## src/rtl/irq_pkg.sv

```systemverilog
// irq_edge_ctrl shared types: register map, ack FSM states,
// and the lowest-index-first priority encoder.
package irq_pkg;

  localparam logic [1:0] REG_STATUS = 2'd0;
  localparam logic [1:0] REG_MASK   = 2'd1;
  localparam logic [1:0] REG_POL    = 2'd2;
  localparam logic [1:0] REG_INFO   = 2'd3;

  typedef enum logic {
    ACK_IDLE = 1'b0,
    ACK_HOLD = 1'b1
  } ack_state_t;

  function automatic logic [2:0] prio_enc(input logic [7:0] v);
    logic [2:0] idx;
    idx = 3'd0;
    for (int i = 7; i >= 0; i--) begin
      if (v[i]) idx = 3'(i);
    end
    return idx;
  endfunction

endpackage

```

## src/rtl/irq_src_cell.sv

```systemverilog
// One interrupt source: synchroniser, history, polarity edge
// detect and pending latch where a new event beats a clear.
module irq_src_cell #(
  parameter int SYNC_STAGES = 2
) (
  input  logic clk,
  input  logic rst,
  input  logic ce,
  input  logic src_i,
  input  logic pol_i,
  input  logic clr_i,
  output logic event_o,
  output logic pending_o
);

  logic [SYNC_STAGES-1:0] sync_q, sync_d;
  logic hist_q, hist_d;
  logic pend_q, pend_d;
  logic s;

  always_comb begin
    sync_d  = {sync_q[SYNC_STAGES-2:0], src_i};
    s       = sync_q[SYNC_STAGES-1];
    hist_d  = s;
    event_o = pol_i ? (s & ~hist_q) : (~s & hist_q);
    pend_d  = event_o | (pend_q & ~clr_i);
  end

  always_ff @(posedge clk) begin
    if (rst) begin
      sync_q <= '0;
      hist_q <= 1'b0;
      pend_q <= 1'b0;
    end else if (ce) begin
      sync_q <= sync_d;
      hist_q <= hist_d;
      pend_q <= pend_d;
    end
  end

  assign pending_o = pend_q;

endmodule

```

## src/rtl/irq_edge_ctrl.sv

```systemverilog
// Edge-triggered interrupt controller with mask, polarity and
// vectored ack. Define IRQ_EDGE_CTRL_OVF_EN for overflow flags.
module irq_edge_ctrl
  import irq_pkg::*;
#(
  parameter int          NSRC        = 4,
  parameter int          SYNC_STAGES = 2,
  parameter logic [7:0]  VEC_BASE    = 8'hF8
) (
  input  logic            clk,
  input  logic            rst,
  input  logic            ce,
  input  logic [NSRC-1:0] src_i,
  input  logic            cpu_wr,
  input  logic            cpu_rd,
  input  logic [1:0]      cpu_addr,
  input  logic [7:0]      cpu_din,
  output logic [7:0]      cpu_dout,
  output logic            irq_o,
  input  logic            int_ack,
  output logic [7:0]      vec_o
);

  logic [NSRC-1:0] mask_q, mask_d;
  logic [NSRC-1:0] pol_q, pol_d;
  logic [NSRC-1:0] pend, evt, clr;
  logic [7:0]      pend8, act8, ev8, clr8, ack_clr8;
  ack_state_t      state_q, state_d;
  logic            int_ack_q, ack_rise, hit;
  logic            irq_q, irq_d;
  logic            spur_q, spur_d;
  logic [2:0]      idx_q, idx_d;
  logic [7:0]      vec_q, vec_d;
  logic [3:0]      ovf;
  logic            unused_ok;

  for (genvar i = 0; i < NSRC; i++) begin : g_src
    irq_src_cell #(
      .SYNC_STAGES(SYNC_STAGES)
    ) u_cell (
      .clk      (clk),
      .rst      (rst),
      .ce       (ce),
      .src_i    (src_i[i]),
      .pol_i    (pol_q[i]),
      .clr_i    (clr[i]),
      .event_o  (evt[i]),
      .pending_o(pend[i])
    );
  end

  always_comb begin
    pend8 = '0;
    pend8[NSRC-1:0] = pend;
    act8 = '0;
    act8[NSRC-1:0] = pend & mask_q;
    ev8 = '0;
    ev8[NSRC-1:0] = evt;
    hit = |act8;
    ack_rise = int_ack & ~int_ack_q;
    state_d = state_q;
    vec_d = vec_q;
    idx_d = idx_q;
    spur_d = spur_q;
    ack_clr8 = '0;
    unique case (state_q)
      ACK_IDLE: begin
        if (ack_rise) begin
          state_d = ACK_HOLD;
          if (hit) begin
            idx_d = prio_enc(act8);
            vec_d = {VEC_BASE[7:3], idx_d};
            spur_d = 1'b0;
            ack_clr8[idx_d] = 1'b1;
          end else begin
            vec_d = VEC_BASE | 8'h07;
            spur_d = 1'b1;
          end
        end
      end
      ACK_HOLD: begin
        if (!int_ack) begin
          state_d = ACK_IDLE;
          vec_d = 8'h00;
        end
      end
      default: ;
    endcase
    clr8 = ack_clr8;
    if (cpu_wr && cpu_addr == REG_STATUS) clr8 = clr8 | cpu_din;
    clr = clr8[NSRC-1:0];
    mask_d = mask_q;
    pol_d = pol_q;
    if (cpu_wr && cpu_addr == REG_MASK) mask_d = cpu_din[NSRC-1:0];
    if (cpu_wr && cpu_addr == REG_POL) pol_d = cpu_din[NSRC-1:0];
    irq_d = hit;
  end

  always_ff @(posedge clk) begin
    if (rst) begin
      state_q   <= ACK_IDLE;
      int_ack_q <= 1'b0;
      mask_q    <= '0;
      pol_q     <= '1;
      irq_q     <= 1'b0;
      vec_q     <= 8'h00;
      idx_q     <= 3'd0;
      spur_q    <= 1'b0;
    end else if (ce) begin
      state_q   <= state_d;
      int_ack_q <= int_ack;
      mask_q    <= mask_d;
      pol_q     <= pol_d;
      irq_q     <= irq_d;
      vec_q     <= vec_d;
      idx_q     <= idx_d;
      spur_q    <= spur_d;
    end
  end

`ifdef IRQ_EDGE_CTRL_OVF_EN
  logic [3:0] ovf_q, ovf_d;

  // A repeat event outranks the clearing INFO write
  always_comb begin
    ovf_d = ovf_q;
    if (cpu_wr && cpu_addr == REG_INFO) ovf_d = '0;
    ovf_d = ovf_d | (ev8[3:0] & pend8[3:0]);
  end

  always_ff @(posedge clk) begin
    if (rst) ovf_q <= '0;
    else if (ce) ovf_q <= ovf_d;
  end

  assign ovf = ovf_q;
`else
  assign ovf = 4'h0;
`endif

  always_comb begin
    cpu_dout = 8'h00;
    unique case (1'b1)
      (cpu_addr == REG_STATUS): cpu_dout = pend8;
      (cpu_addr == REG_MASK):   cpu_dout[NSRC-1:0] = mask_q;
      (cpu_addr == REG_POL):    cpu_dout[NSRC-1:0] = pol_q;
      (cpu_addr == REG_INFO):   cpu_dout = {ovf, spur_q, idx_q};
      default: ;
    endcase
  end

  assign irq_o = irq_q;
  assign vec_o = vec_q;
  assign unused_ok = ^{cpu_rd, cpu_din, ev8, clr8};

endmodule

```

## config.mk

```make
export PLATFORM = sky130hd
export DESIGN_NAME = irq_edge_ctrl
export DESIGN_NICKNAME = d
export VERILOG_FILES = /design/src/rtl/irq_pkg.sv /design/src/rtl/irq_src_cell.sv /design/src/rtl/irq_edge_ctrl.sv
export SDC_FILE = /design/constraint.sdc
export NUM_CORES = 1
export LEC_CHECK = 0
export CORE_MARGIN = 3
export CORE_UTILIZATION = 40
export CTS_BUF_LIST = sky130_fd_sc_hd__clkbuf_8
export DETAILED_ROUTE_END_ITERATION = 16
export GPL_ROUTABILITY_DRIVEN = 0
export PLACE_DENSITY = 0.76
export SLEW_MARGIN = 20
export SYNTH_ARGS = -nofsm -noshare
export SYNTH_HDL_FRONTEND = slang
export SYNTH_HIERARCHICAL = 1
export SYNTH_SLANG_ARGS = --single-unit
```

## constraint.sdc

```tcl
create_clock -name clk -period 2.6 [get_ports clk]
set_input_delay 0.39 -clock clk [delete_from_list [all_inputs] [get_ports clk]]
set_output_delay 0.39 -clock clk [all_outputs]
set_load 0.01 [all_outputs]
```

==> impl_table.tex <==
\begin{tabular}{lr}
\hline
Metric & Value \\
\hline
\multicolumn{2}{l}{\textbf{Min path}} \\
\quad Tightest Hold Check Type & reg2reg \\
\quad Hold Crit Endpoint & vec\_o[0] \\
\quad Count of cells along the worst hold path & 1 \\
\quad Start point of the worst min-delay path & vec\_o[0] \\
\multicolumn{2}{l}{\textbf{Setup path}} \\
\quad Stage delay of the slowest cell on the critical path & 0.66 ns \\
\quad Worst-case reg-to-reg path depth & 5 \\
\quad Required time of the critical path & 2.21 ns \\
\quad Highest-delay cell along the critical path & sky130\_fd\_sc\_hd\_\_clkdlybuf4s50\_1 \\
\quad Endpoint type of the worst setup path & output pin \\
\quad Critical register-to-register path startpoint & int\_ack\_q \\
\quad Class of the most critical setup path & in2out \\
\quad Flop-to-flop setup slack & 1.17 ns \\
\quad Crit path max-delay family & buffers and inverters \\
\quad CP Data Arrival Time & 2.11 ns \\
\quad Worst Path Max Fanout & 6 \\
\quad Worst r2r dst & g\_src[2].u\_cell/pending\_o \\
\quad Worst setup SP type & input pin \\
\quad Critical-path cell list & clkdlybuf4s50\_1 -> mux4\_2 -> clkdlybuf4s50\_1 \\
\quad Buffers \& Inverters on Critical Path & 2 \\
\quad Most frequent CP cell & sky130\_fd\_sc\_hd\_\_clkdlybuf4s50\_1 \\
\multicolumn{2}{l}{\textbf{STA}} \\
\quad Worst-case setup margin in the final layout & 0.1007 ns \\
\quad Maximum achievable frequency & 400.1 MHz \\
\quad Count of final max-slew check failures & 0 \\
\quad Min cycle time layout & 2.499 ns \\
\quad Clock Skew & 0.002524 ns \\
\quad Slew at the pin closest to its max-slew limit & 0.6069 ns \\
\quad Worst-case headroom to the max-slew limit & 59.41\% \\
\quad Total negative slack & 0 ns \\
\quad Hold Violations, Final & 0 \\
\quad RSZ-0062 raised after global routing & no \\
\quad Share of the clock period used by the worst path after layout & 96.13\% \\
\quad Count of endpoints failing setup in the final report & 0 \\
\multicolumn{2}{l}{\textbf{Power}} \\
\quad Switching pwr & 274.8 µW \\
\quad Portion of total power attributed to sequential cells & 47.8\% \\
\quad Gate power share & 13.3\% \\
\quad Maximum vdd ir drop & 0.3981 mV \\
\quad Static leakage & 0.0007864 µW \\
\quad Switching share of power & 23.50\% \\
\quad Clock Power Share & 38.9\% \\
\quad Cell internal pwr & 894.6 µW \\
\quad Total power divided by cell area & 583.4 nW/µm² \\
\multicolumn{2}{l}{\textbf{Final layout}} \\
\quad Share of layout cells above drive strength 1 & 9.548\% \\
\quad Layout overhead on the synthesized area & 21.55\% \\
\quad Final net count & 218 \\
\quad Summed area of non-filler cells in the final layout & 2004 µm² \\
\quad Storage element area & 680.7 µm² \\
\quad Antenna diode instance count & 0 \\
\quad Most common cell after layout, fill and taps aside & sky130\_fd\_sc\_hd\_\_dfxtp\_1 \\
\quad Fill cell count & 369 \\
\quad Multi-input logic area & 823.3 µm² \\
\quad Commonest cells after routing, fill and taps aside & sky130\_fd\_sc\_hd\_\_dfxtp\_1 (34), sky130\_fd\_sc\_hd\_\_nor2\_1 (32), sky130\_fd\_sc\_hd\_\_clkdlybuf4s50\_1 (27) \\
\quad Post-route insts no fill & 247 \\
\multicolumn{2}{l}{\textbf{Synth}} \\
\quad Area of the mapped netlist & 1649 µm² \\
\quad Count of mapped cells out of synthesis & 173 \\
\quad Avg Cell Area, Syn & 9.532 µm² \\
\quad YS warnings & 6 \\
\multicolumn{2}{l}{\textbf{CTS}} \\
\quad Clock insertion delay at the later pin of the skew report & 0.29 ns \\
\quad Library cell used as clock root buffer & sky130\_fd\_sc\_hd\_\_clkbuf\_8 \\
\quad Clock transition time at the flip-flop clock pins of the worst setup and hold paths & 0.06 ns \\
\quad CTS tree & done \\
\quad CTS Buf Count & 5 \\
\quad Count of hold buffers inserted by post-cts repair & 0 \\
\quad Total setup buffers inserted after CTS & 0 \\
\quad Number of gates resized after CTS & 0 \\
\quad Buffer levels on the longest clock path & 2 \\
\quad Total number of H-tree levels & 2 \\
\quad Total number of clock tree sinks & 34 \\
\multicolumn{2}{l}{\textbf{Placed design}} \\
\quad Post-Place Cell Area & 1894 µm² \\
\quad Half-perimeter wire length after placement & 2.433 mm \\
\quad Number of port buffers & 27 \\
\quad Worst-case setup slack after placement & 0.1001 ns \\
\quad Dpl cells & 239 \\
\multicolumn{2}{l}{\textbf{Floorplanning}} \\
\quad Vert. Die Dim & 70.21 µm \\
\quad Die outline width & 70.21 µm \\
\quad I/O pins & 37 \\
\quad Floorplan Core Area & 3826 µm² \\
\quad Die Area & 4929 µm² \\
\quad Starting density of the core & 43.10\% \\
\quad Placement Rows & 22 \\
\multicolumn{2}{l}{\textbf{GRT}} \\
\quad Via count of the first global-routing pass & 1285 \\
\quad Maximum number of pins on one net before global-route repair & 17 \\
\quad Total global-route track usage & 15.11\% \\
\quad Antenna violations before repair & 0 \\
\quad First-pass GRT wire length & 5.885 mm \\
\quad Total congestion overflow after global routing & 0 \\
\multicolumn{2}{l}{\textbf{Run status}} \\
\quad Result of the run & finished clean \\
\multicolumn{2}{l}{\textbf{Drt}} \\
\quad Remaining antenna violation count after routing & 0 \\
\quad Number of DRC violations after detailed-routing iteration 0 & 77 \\
\quad DRC viols & 0 \\
\quad Wire length reported by the detailed router & 3.325 mm \\
\quad Via Count & 1324 \\
\quad DR pass1 iterations & 4 \\
\quad Vias/cell & 5.360 \\
\quad Average routed wire per standard cell & 13.46 µm \\
\multicolumn{2}{l}{\textbf{Run}} \\
\quad Maxcap violations & 0 \\
\hline
\end{tabular}
power by group through the flow:
| stage | registers [µW] | logic [µW] | clock network [µW] |
|---|---|---|---|
| after floorplan | 569 | 99.5 | 0 |
| after global placement | 569 | 155 | 0 |
| after detailed placement | 571 | 156 | 0 |
| after CTS | 559 | 157 | 465 |
| after global routing | 562 | 171 | 485 |
| final | 559 | 155 | 455 |
metrics by stage:
step                      power, µW  util (%)  hold WS, ns
after floorplan               668.2         -       0.4548
after global placement        724.1     49.51       0.4667
after detailed placement      726.9     49.51       0.4626
after CTS                      1180     52.39       0.4775
after global routing           1218     52.39       0.4969
final                          1169     52.39       0.4742
worst register-to-register path: cells and delay by family (launching register included):
kind | cells | cell delay (ns)
AO/OA/AOI/OAI | 3 | 0.36
flip-flops | 1 | 0.33
AND/OR/NAND/NOR | 2 | 0.63
cell type report:
cell class                      count  share of cell area (%)
Clock buffer                        8                   5.493
Inverter                            6                   1.124
Multi-Input combinational cell    119                   41.07
Sequential cell                    34                   33.96
Tap cell                           48                   2.996
Timing Repair Buffer               32                   15.36
registers in the layout, indices dropped and copies added, names as in the netlist, 2 cells and up:
| name | count |
|---|---|
| vec_o | 4 |
| g_src.u_cell/hist_q | 4 |
| g_src.u_cell/pending_o | 4 |
| mask_q | 4 |
| g_src.u_cell/sync_q | 8 |
| idx_q | 2 |
| pol_q | 4 |
worst max-delay path by stage:
| stage | start | endpoint | slack, ns | cells past startpoint |
|---|---|---|---|---|
| floorplan | cpu_addr[0] | cpu_dout[0] | 1.10 | 2 |
| global placement | cpu_addr[0] | cpu_dout[3] | 0.11 | 3 |
| detailed placement | cpu_addr[0] | cpu_dout[3] | 0.10 | 3 |
| CTS | cpu_addr[0] | cpu_dout[3] | 0.1 | 3 |
| global route | cpu_addr[0] | cpu_dout[2] | 0.03 | 5 |
| finish | cpu_addr[0] | cpu_dout[3] | 0.10 | 3 |
per-layer routing:
| layer | up-vias | wire length, µm | GRT usage [%] | part of all wire (%) |
|---|---|---|---|---|
| li1 | 663 | - | - | - |
| met1 | 621 | 1551 | 19.21 | 47 |
| met2 | 34 | 1492 | 22.35 | 45 |
| met3 | 6 | 210 | 6.331 | 6.3 |
| met4 | 0 | 70 | 6.383 | 2.1 |
| met5 | - | 0 | 0 | 0 |
(Power assumes the default switching activity.)
